## config.mk

```make
export PLATFORM = sky130hd
export DESIGN_NAME = multicycle_ctrl
export DESIGN_NICKNAME = d
export VERILOG_FILES = /design/src/rtl/multicycle_ctrl.sv
export SDC_FILE = /design/constraint.sdc
export NUM_CORES = 1
export LEC_CHECK = 0
export CAP_MARGIN = 15
export CORE_AREA = 4 4 87 89
export DETAILED_ROUTE_END_ITERATION = 8
export DIE_AREA = 0 0 91 93
export HOLD_SLACK_MARGIN = 0.08
export PLACE_DENSITY = 0.84
export RECOVER_POWER = 25
export SETUP_SLACK_MARGIN = 0.05
export SLEW_MARGIN = 20
export SYNTH_ARGS = -nofsm -noshare
export SYNTH_HDL_FRONTEND = slang
export SYNTH_SLANG_ARGS = --single-unit
```

## constraint.sdc

```tcl
create_clock -name clk -period 4.9 [get_ports clk]
set_input_delay 0.735 -clock clk [delete_from_list [all_inputs] [get_ports clk]]
set_output_delay 0.735 -clock clk [all_outputs]
set_load 0.02 [all_outputs]
```

## src/rtl/multicycle_ctrl.sv

```systemverilog
// Multicycle MIPS-subset control sequencer: a Moore FSM with registered controls,
// memory-ready stalls with timeout, sticky traps and a retired-instruction counter.
module multicycle_ctrl #(
    parameter int WAIT_MAX = 15,
    parameter int CNT_W    = 32
) (
    input  logic             clk,
    input  logic             rst_n,
    input  logic [5:0]       opcode,
    input  logic             zf,
    input  logic             mem_ready,
    output logic             pc_write,
    output logic             pc_write_cond,
    output logic [1:0]       pc_source,
    output logic             i_or_d,
    output logic             mem_read,
    output logic             mem_write,
    output logic             ir_write,
    output logic             reg_dst,
    output logic             mem_to_reg,
    output logic             reg_write,
    output logic             alu_src_a,
    output logic [1:0]       alu_src_b,
    output logic [2:0]       alu_op,
    output logic [3:0]       state,
    output logic             trap,
    output logic [1:0]       trap_cause,
    output logic [CNT_W-1:0] instr_count
);

    typedef enum logic [3:0] {
        S_IDLE      = 4'd0,
        S_FETCH     = 4'd1,
        S_DECODE    = 4'd2,
        S_MEM_ADDR  = 4'd3,
        S_MEM_RD    = 4'd4,
        S_MEM_WB    = 4'd5,
        S_MEM_WR    = 4'd6,
        S_R_EXEC    = 4'd7,
        S_R_WB      = 4'd8,
        S_ADDI_EXEC = 4'd9,
        S_ADDI_WB   = 4'd10,
        S_BEQ       = 4'd11,
        S_JUMP      = 4'd12,
        S_TRAP      = 4'd13
    } state_t;

    typedef struct packed {
        logic       pc_write;
        logic       pc_write_cond;
        logic [1:0] pc_source;
        logic       i_or_d;
        logic       mem_read;
        logic       mem_write;
        logic       reg_dst;
        logic       mem_to_reg;
        logic       reg_write;
        logic       alu_src_a;
        logic [1:0] alu_src_b;
        logic [2:0] alu_op;
    } ctl_t;

    localparam logic [5:0] OP_RTYPE = 6'b000000;
    localparam logic [5:0] OP_LW    = 6'b100011;
    localparam logic [5:0] OP_SW    = 6'b101011;
    localparam logic [5:0] OP_ADDI  = 6'b001000;
    localparam logic [5:0] OP_BEQ   = 6'b000100;
    localparam logic [5:0] OP_J     = 6'b000010;

    localparam logic [1:0] CAUSE_ILLEGAL = 2'b01;
    localparam logic [1:0] CAUSE_TIMEOUT = 2'b10;
    localparam logic [7:0] WAIT_LAST     = 8'(WAIT_MAX - 1);

    state_t     cur;
    state_t     nxt;
    ctl_t       ctl;
    logic [7:0] wait_cnt;
    logic [7:0] wait_nxt;
    logic [1:0] cause_nxt;
    logic       retire;
    logic       waiting;
    logic       expired;

    // The branch decision on zf is made in the datapath; the sequencer only raises pc_write_cond.
    logic zf_unused;
    assign zf_unused = zf;

    // Moore control word for a given state; outputs are registered from the next state.
    function automatic ctl_t ctl_for(state_t s);
        ctl_t c;
        c = '0;
        case (s)
            S_FETCH: begin
                c.mem_read  = 1'b1;
                c.alu_src_b = 2'b01;
            end
            S_DECODE:   c.alu_src_b = 2'b11;
            S_MEM_ADDR: begin
                c.alu_src_a = 1'b1;
                c.alu_src_b = 2'b10;
            end
            S_MEM_RD: begin
                c.mem_read = 1'b1;
                c.i_or_d   = 1'b1;
            end
            S_MEM_WB: begin
                c.reg_write  = 1'b1;
                c.mem_to_reg = 1'b1;
            end
            S_MEM_WR: begin
                c.mem_write = 1'b1;
                c.i_or_d    = 1'b1;
            end
            S_R_EXEC: begin
                c.alu_src_a = 1'b1;
                c.alu_op    = 3'b010;
            end
            S_R_WB: begin
                c.reg_write = 1'b1;
                c.reg_dst   = 1'b1;
            end
            S_ADDI_EXEC: begin
                c.alu_src_a = 1'b1;
                c.alu_src_b = 2'b10;
            end
            S_ADDI_WB:  c.reg_write = 1'b1;
            S_BEQ: begin
                c.alu_src_a     = 1'b1;
                c.alu_op        = 3'b001;
                c.pc_write_cond = 1'b1;
                c.pc_source     = 2'b01;
            end
            S_JUMP: begin
                c.pc_write  = 1'b1;
                c.pc_source = 2'b10;
            end
            default: c = '0;
        endcase
        return c;
    endfunction

    assign waiting = (cur == S_FETCH) || (cur == S_MEM_RD) || (cur == S_MEM_WR);
    assign expired = !mem_ready && (wait_cnt == WAIT_LAST);

    always_comb begin
        nxt       = cur;
        cause_nxt = 2'b00;
        retire    = 1'b0;
        // Counter is zero everywhere except while stalling, which also clears it on entry.
        wait_nxt  = (waiting && !mem_ready) ? wait_cnt + 8'd1 : 8'd0;
        case (cur)
            S_IDLE: nxt = S_FETCH;
            S_FETCH, S_MEM_RD, S_MEM_WR: begin
                if (mem_ready) begin
                    if (cur == S_FETCH) begin
                        nxt = S_DECODE;
                    end else if (cur == S_MEM_RD) begin
                        nxt = S_MEM_WB;
                    end else begin
                        nxt    = S_FETCH;
                        retire = 1'b1;
                    end
                end else if (expired) begin
                    nxt       = S_TRAP;
                    cause_nxt = CAUSE_TIMEOUT;
                end
            end
            S_DECODE: begin
                case (opcode)
                    OP_LW, OP_SW: nxt = S_MEM_ADDR;
                    OP_RTYPE:     nxt = S_R_EXEC;
                    OP_ADDI:      nxt = S_ADDI_EXEC;
                    OP_BEQ:       nxt = S_BEQ;
                    OP_J:         nxt = S_JUMP;
                    default: begin
                        nxt       = S_TRAP;
                        cause_nxt = CAUSE_ILLEGAL;
                    end
                endcase
            end
            S_MEM_ADDR:  nxt = (opcode == OP_SW) ? S_MEM_WR : S_MEM_RD;
            S_R_EXEC:    nxt = S_R_WB;
            S_ADDI_EXEC: nxt = S_ADDI_WB;
            S_MEM_WB, S_R_WB, S_ADDI_WB, S_BEQ, S_JUMP: begin
                nxt    = S_FETCH;
                retire = 1'b1;
            end
            S_TRAP:  nxt = S_TRAP;
            default: nxt = S_IDLE;
        endcase
    end

    always_ff @(posedge clk or negedge rst_n) begin
        if (!rst_n) begin
            cur         <= S_IDLE;
            ctl         <= '0;
            wait_cnt    <= 8'd0;
            trap        <= 1'b0;
            trap_cause  <= 2'b00;
            instr_count <= '0;
        end else begin
            cur      <= nxt;
            ctl      <= ctl_for(nxt);
            wait_cnt <= wait_nxt;
            if (retire) begin
                instr_count <= instr_count + CNT_W'(1);
            end
            if (nxt == S_TRAP && cur != S_TRAP) begin
                trap       <= 1'b1;
                trap_cause <= cause_nxt;
            end
        end
    end

    // Fetch completes in the cycle mem_ready is seen, so IR/PC loads are gated by it directly.
    assign ir_write      = (cur == S_FETCH) && mem_ready;
    assign pc_write      = ctl.pc_write || ((cur == S_FETCH) && mem_ready);
    assign pc_write_cond = ctl.pc_write_cond;
    assign pc_source     = ctl.pc_source;
    assign i_or_d        = ctl.i_or_d;
    assign mem_read      = ctl.mem_read;
    assign mem_write     = ctl.mem_write;
    assign reg_dst       = ctl.reg_dst;
    assign mem_to_reg    = ctl.mem_to_reg;
    assign reg_write     = ctl.reg_write;
    assign alu_src_a     = ctl.alu_src_a;
    assign alu_src_b     = ctl.alu_src_b;
    assign alu_op        = ctl.alu_op;
    assign state         = cur;

endmodule

```

Yosys cells after proc, flatten, opt, wreduce, memory -nomap -nowiden
Index checks and enable logic that the tools add are counted.
W data, S select, Z words.
- add/subtract/negate cells: 2
- equality and inequality tests: 33
- muxes and demuxes: 28
- reduce and logical (&&, ||, !) cells: 20
- operators by type and width (kind ; number):
    $eq A4 B4 Y1 const B ; 12
    $add A32 B1 Y32 const B ; 1
    $eq A4 B3 Y1 const B ; 8
    $pmux W4 S7 ; 1
    $pmux W4 S5 ; 1
    $eq A4 B2 Y1 const B ; 4
    $mux W1 ; 13
    $eq A6 B6 Y1 const B ; 2
    $pmux W2 S2 ; 3
    $reduce_or A6 Y1 ; 2
    $add A8 B1 Y8 const B ; 1
    $eq A4 B1 Y1 const B ; 2
    $eq A8 B4 Y1 const B ; 1
    $mux W4 ; 2
    $mux W8 ; 1
    $reduce_or A2 Y1 ; 4
    $eq A6 B2 Y1 const B ; 1
    $eq A6 B3 Y1 const B ; 1
    $eq A6 B4 Y1 const B ; 1
    $logic_not A6 Y1 ; 1
    $mux W2 ; 3
    $mux W3 ; 2
    $pmux W2 S3 ; 1
    $reduce_or A3 Y1 ; 2
    other kinds (8) ; 13
- bits in registers: 63
- output and inout bits: 56
- word-level logic and storage cells: 100

Longest topological paths before layout
- depth after elaboration: 8
- gate-level depth with buffers: 8
- mapped depth without buffers: 8

Worst setup path before layout
OpenSTA, ideal clock, no wires.
- path type: input to register
- start point: input port mem_ready
- end point: register ctl, in the netlist mem_read
- arrival time: 2.141 ns
- required time: 4.813 ns
- slack: 2.672 ns
- stages on the path: 6
- buffers on the path: 1
- cells stage by stage: clkbuf_1 > or4b_1 > o21a_1 > o31a_1 > a21o_1 > a211oi_2
- word-level cells in the longest chain between the ends: 8
- RTL lines (element ; RTL line ; text):
    start, declared ; 11 ; input logic mem_ready,
    $logic_not A1 Y1 ; 143 ; assign expired = !mem_ready && (wait_cnt == WAIT_LAST);
    $logic_and A1 B1 Y1 ; 143 ;
    $mux W4 ; 163 ; end else if (expired) begin
    $mux W4 (*) ; 154 ; if (mem_ready) begin
    $pmux W4 S7 (*) ; 151 ; case (cur)
    $eq A4 B3 Y1 or $eq A4 B1 Y1 (tied branches) ; 92 ; case (s)
    $reduce_or A2 Y1 (no source line) (*) ; -- ;
    $mux W1 (*) ; 92 ;
    end signal, assigned ; 203 ; ctl <= ctl_for(nxt);
    end, declared ; 76 ; ctl_t ctl;
Mark *: on every way between the ends. The rest lies on a longest branch, timed or not.
A chain may end at the register's enable or synchronous reset.

==> metrics.md <==
| Metric | Value |
|---|---|
| Final nets | `361` |
| Clock latency on the worst-skew pair | `340 ps` |
| Hold Crit Start | `instr_count[31]` |
| Setup ws final | `about 1600 ps` |
| I/O Pins | `66` |
| Largest Register | `instr_count` |
| Placed cells | `417` |
| Filler instances | `555` |
| Largest net degree at the start of global routing | `61` |
| Mux contribution to synthesized area | `0.003574` |
| First-pass GRT wire length | `between 10000 and 15000 um` |
| Critical path's top delay family | `buffers and inverters` |
| Cts-stage hold buffer count | `0` |
| Number of buffers created by CTS | `9` |
| I/O Buffers | `63` |
| Multi-input gate area | `0.001505 mm^2` |
| Syn_nets | `305` |
| Hold Path Class | `register to register` |
| CTS tree | `done` |
| DRT iter0 DRCs | `81` |
| FF+latch area | `0.001501 mm^2` |
| CP Buf/Inv Count | `2` |
| Core Area | `0.006756 mm^2` |
| Cells after synthesis | `292` |
| Worst vdd ir | `0.0002827 V` |
| Status | `complete, but fails checks` |
| Post-synthesis xor/xnor area fraction | `0.1029` |
| PwrDens | `~460 mW/mm^2` |
| Drt pass-1 iters | `4` |
| Avg Inst Size Synth | `10.79 um^2` |
| RSZ-0062 raised after global routing | `false` |
| Max reg flops | `32` |
| FFs w/ async S/R, synth | `1.000` |
| Commonest non-fill, non-tap cell in the layout | `clkdlybuf4s50_1` |
| R2r startpoint | `state[0]` |
| CP Data Arrival Time | `3050 ps` |
| GRT Total Usage | `0.1643` |
| Routed vias | `2372` |
| Total number of yosys warnings | `0` |
| Post-DP HPWL | `approximately 4700 um` |
| Gpl congestion | `0.8070` |
| CTS sink count | `60` |
| Routed len/inst | `15.47 um` |
| Vias in the first global route | `2296` |
| Routed WL | `6682 um` |
| Setup TNS Final | `0 ps` |
| Worst stage delay on the critical path | `2220 ps` |
| Adder-cell area share of the yosys netlist | `0.01191` |
| Clock-pin slew on the worst setup and hold paths | `70 ps` |
| Most frequent cells in the layout | `62 x clkdlybuf4s50_1, 60 x dfrtp_1, 28 x xnor2_1, 18 x nand2_1, 16 x nand3_1` |
| Clock Path Buffers | `2` |
| Post-route ant nets | `0` |
| Final Power | `roughly 1.8 mW` |
| Initial core utilization | `0.4663` |
| Htree depth | `3` |
| Initial antenna violation count | `0` |
| CP max-delay cell | `clkbuf_1` |
| # diodes | `0` |
| Design Area, Final | `a little under 0.004 mm^2` |
| Synth unique cells | `70` |
| Ys flop type | `dfrtp_1` |
| Largest family of logic cells by synthesized area | `simple AND/OR/NAND/NOR gates` |
| Compound-Gate Fraction of Synth Area | `0.1227` |
| # Post-CTS Setup Buffers | `0` |
| Clk root buf | `clkbuf_8` |
| Row cnt | `30` |
| Overall die area | `around 0.0085 mm^2` |
| Post-DP Area | `0.003770 mm^2` |
| Crit path time final | `3298 ps` |
| Max_cap viols | `1` |
| WP data required | `4650 ps` |
| Violated checks | `capacitance limit, slew limit` |
| DR vias/cell | `5.491` |
| CTS resizes | `0` |
| Total gr overflow | `0` |
| LEAKAGE | `1.634 nW` |
| Worst relative slew slack | `-1.098` |
| Synth-to-Final Area Change | `25.70%` |
| Crit start category | `primary input` |
| Post-synthesis cell area | `between 0.003 and 0.004 mm^2` |
| Number of synthesized flops with an enable pin | `0` |
| Fin cells | `432` |
| Crit path from | `rst_n` |
| Simple-Gate Fraction of Synth Area | `0.2343` |
| CP max FO | `60` |
| Synth Register Bits | `60` |
| Sequential share of the synthesized area | `0.4766` |
| Die W | `91 um` |
| Fin. max-slew vios | `61` |
| Max Freq | `0.3032 GHz` |
| Crit path kind | `primary input to asynchronous set/reset pin` |
| Chip height | `between 90 and 100 um` |
| Final Cycle Share | `0.6731` |
| # DRC | `0` |
| DP Worst Slack | `between 1500 and 2000 ps` |
| CP cell instances | `buf_2, clkbuf_1` |
| Final Hold Fails | `0` |
| Share of post-route cells with drive strength above 1 | `0.1108` |
| Post-Route Skew | `5.091 ps` |
| Setup-failing EPs final | `0` |
| Worst slew pin tran | `3147 ps` |
| Crit end category | `asynchronous set/reset pin` |
[final timing paths]
path	to	slack, ps	cells after the start
min	instr_count[31]	480	1
max reg2reg	trap_cause[0]	2340	5
min reg2reg	instr_count[31]	480	1
min in group asynchronous	instr_count[12]	1540	2
max in group clk	pc_write	1840	4
max	wait_cnt[3]	1600	2
[kinds of logic after synthesis]
family,Yosys count
and+or+nand+nor,119
DFF,60
AOI/OAI and AO/OA,43
xor gates and xnor gates,37
buffers and inverters,28
adders and majority gates,3
other,1
muxes,1
[cell type report]
| class | instances | area share |
|---|---|---|
| inverters | 9 | 0.008531 |
| flip-flops and latches | 60 | 0.3791 |
| repair buffers | 64 | 0.1589 |
| clock buffers | 10 | 0.03476 |
| multi-input cells | 204 | 0.3801 |
| clock inverters | 5 | 0.01327 |
| well taps | 80 | 0.02528 |
[report_power, final]
group	internal [mW]	leakage, nW	switching (mW)
clock network	0.243	0.0979	0.192
logic	0.315	0.743	0.389
registers	0.571	0.794	0.113
total	1.13	1.63	0.694
[cell usage after synthesis (3+ instances only)]
master | instances | area share
nand4_1 | 13 | 0.026
xor2_1 | 9 | 0.025
o21ai_0 | 5 | 0.0079
nand2b_1 | 3 | 0.0060
inv_1 | 8 | 0.0095
nand3_1 | 16 | 0.025
nor2_1 | 15 | 0.018
nand2_1 | 18 | 0.021
ha_1 | 3 | 0.012
and2_1 | 7 | 0.014
and4_1 | 3 | 0.0083
buf_2 | 7 | 0.011
xnor2_1 | 28 | 0.078
and4b_1 | 3 | 0.0095
buf_4 | 7 | 0.017
dfrtp_1 | 60 | 0.48
nor2b_1 | 4 | 0.0079
clkbuf_1 | 4 | 0.0048
nor3_1 | 7 | 0.011
a21oi_1 | 8 | 0.013
and3_1 | 6 | 0.012
[stage by stage]
step / hold WS (ps) / utilization
floorplan: 439.4 / -
global placement: 460.7 / 0.5580
detailed placement: 469.3 / 0.5580
CTS: 485.7 / 0.5861
global route: 498.2 / 0.5861
finish: 479.7 / 0.5861
[routing by layer]
| metal | up-vias | track usage | wire length [um] |
|---|---|---|---|
| li1 | 1148 | - | - |
| met1 | 1144 | 0.1973 | 2918 |
| met2 | 67 | 0.2784 | 3335 |
| met3 | 13 | 0.04425 | 294 |
| met4 | 0 | 0.07035 | 134 |
| met5 | - | 0 | 0 |
(Power assumes the default switching activity.)
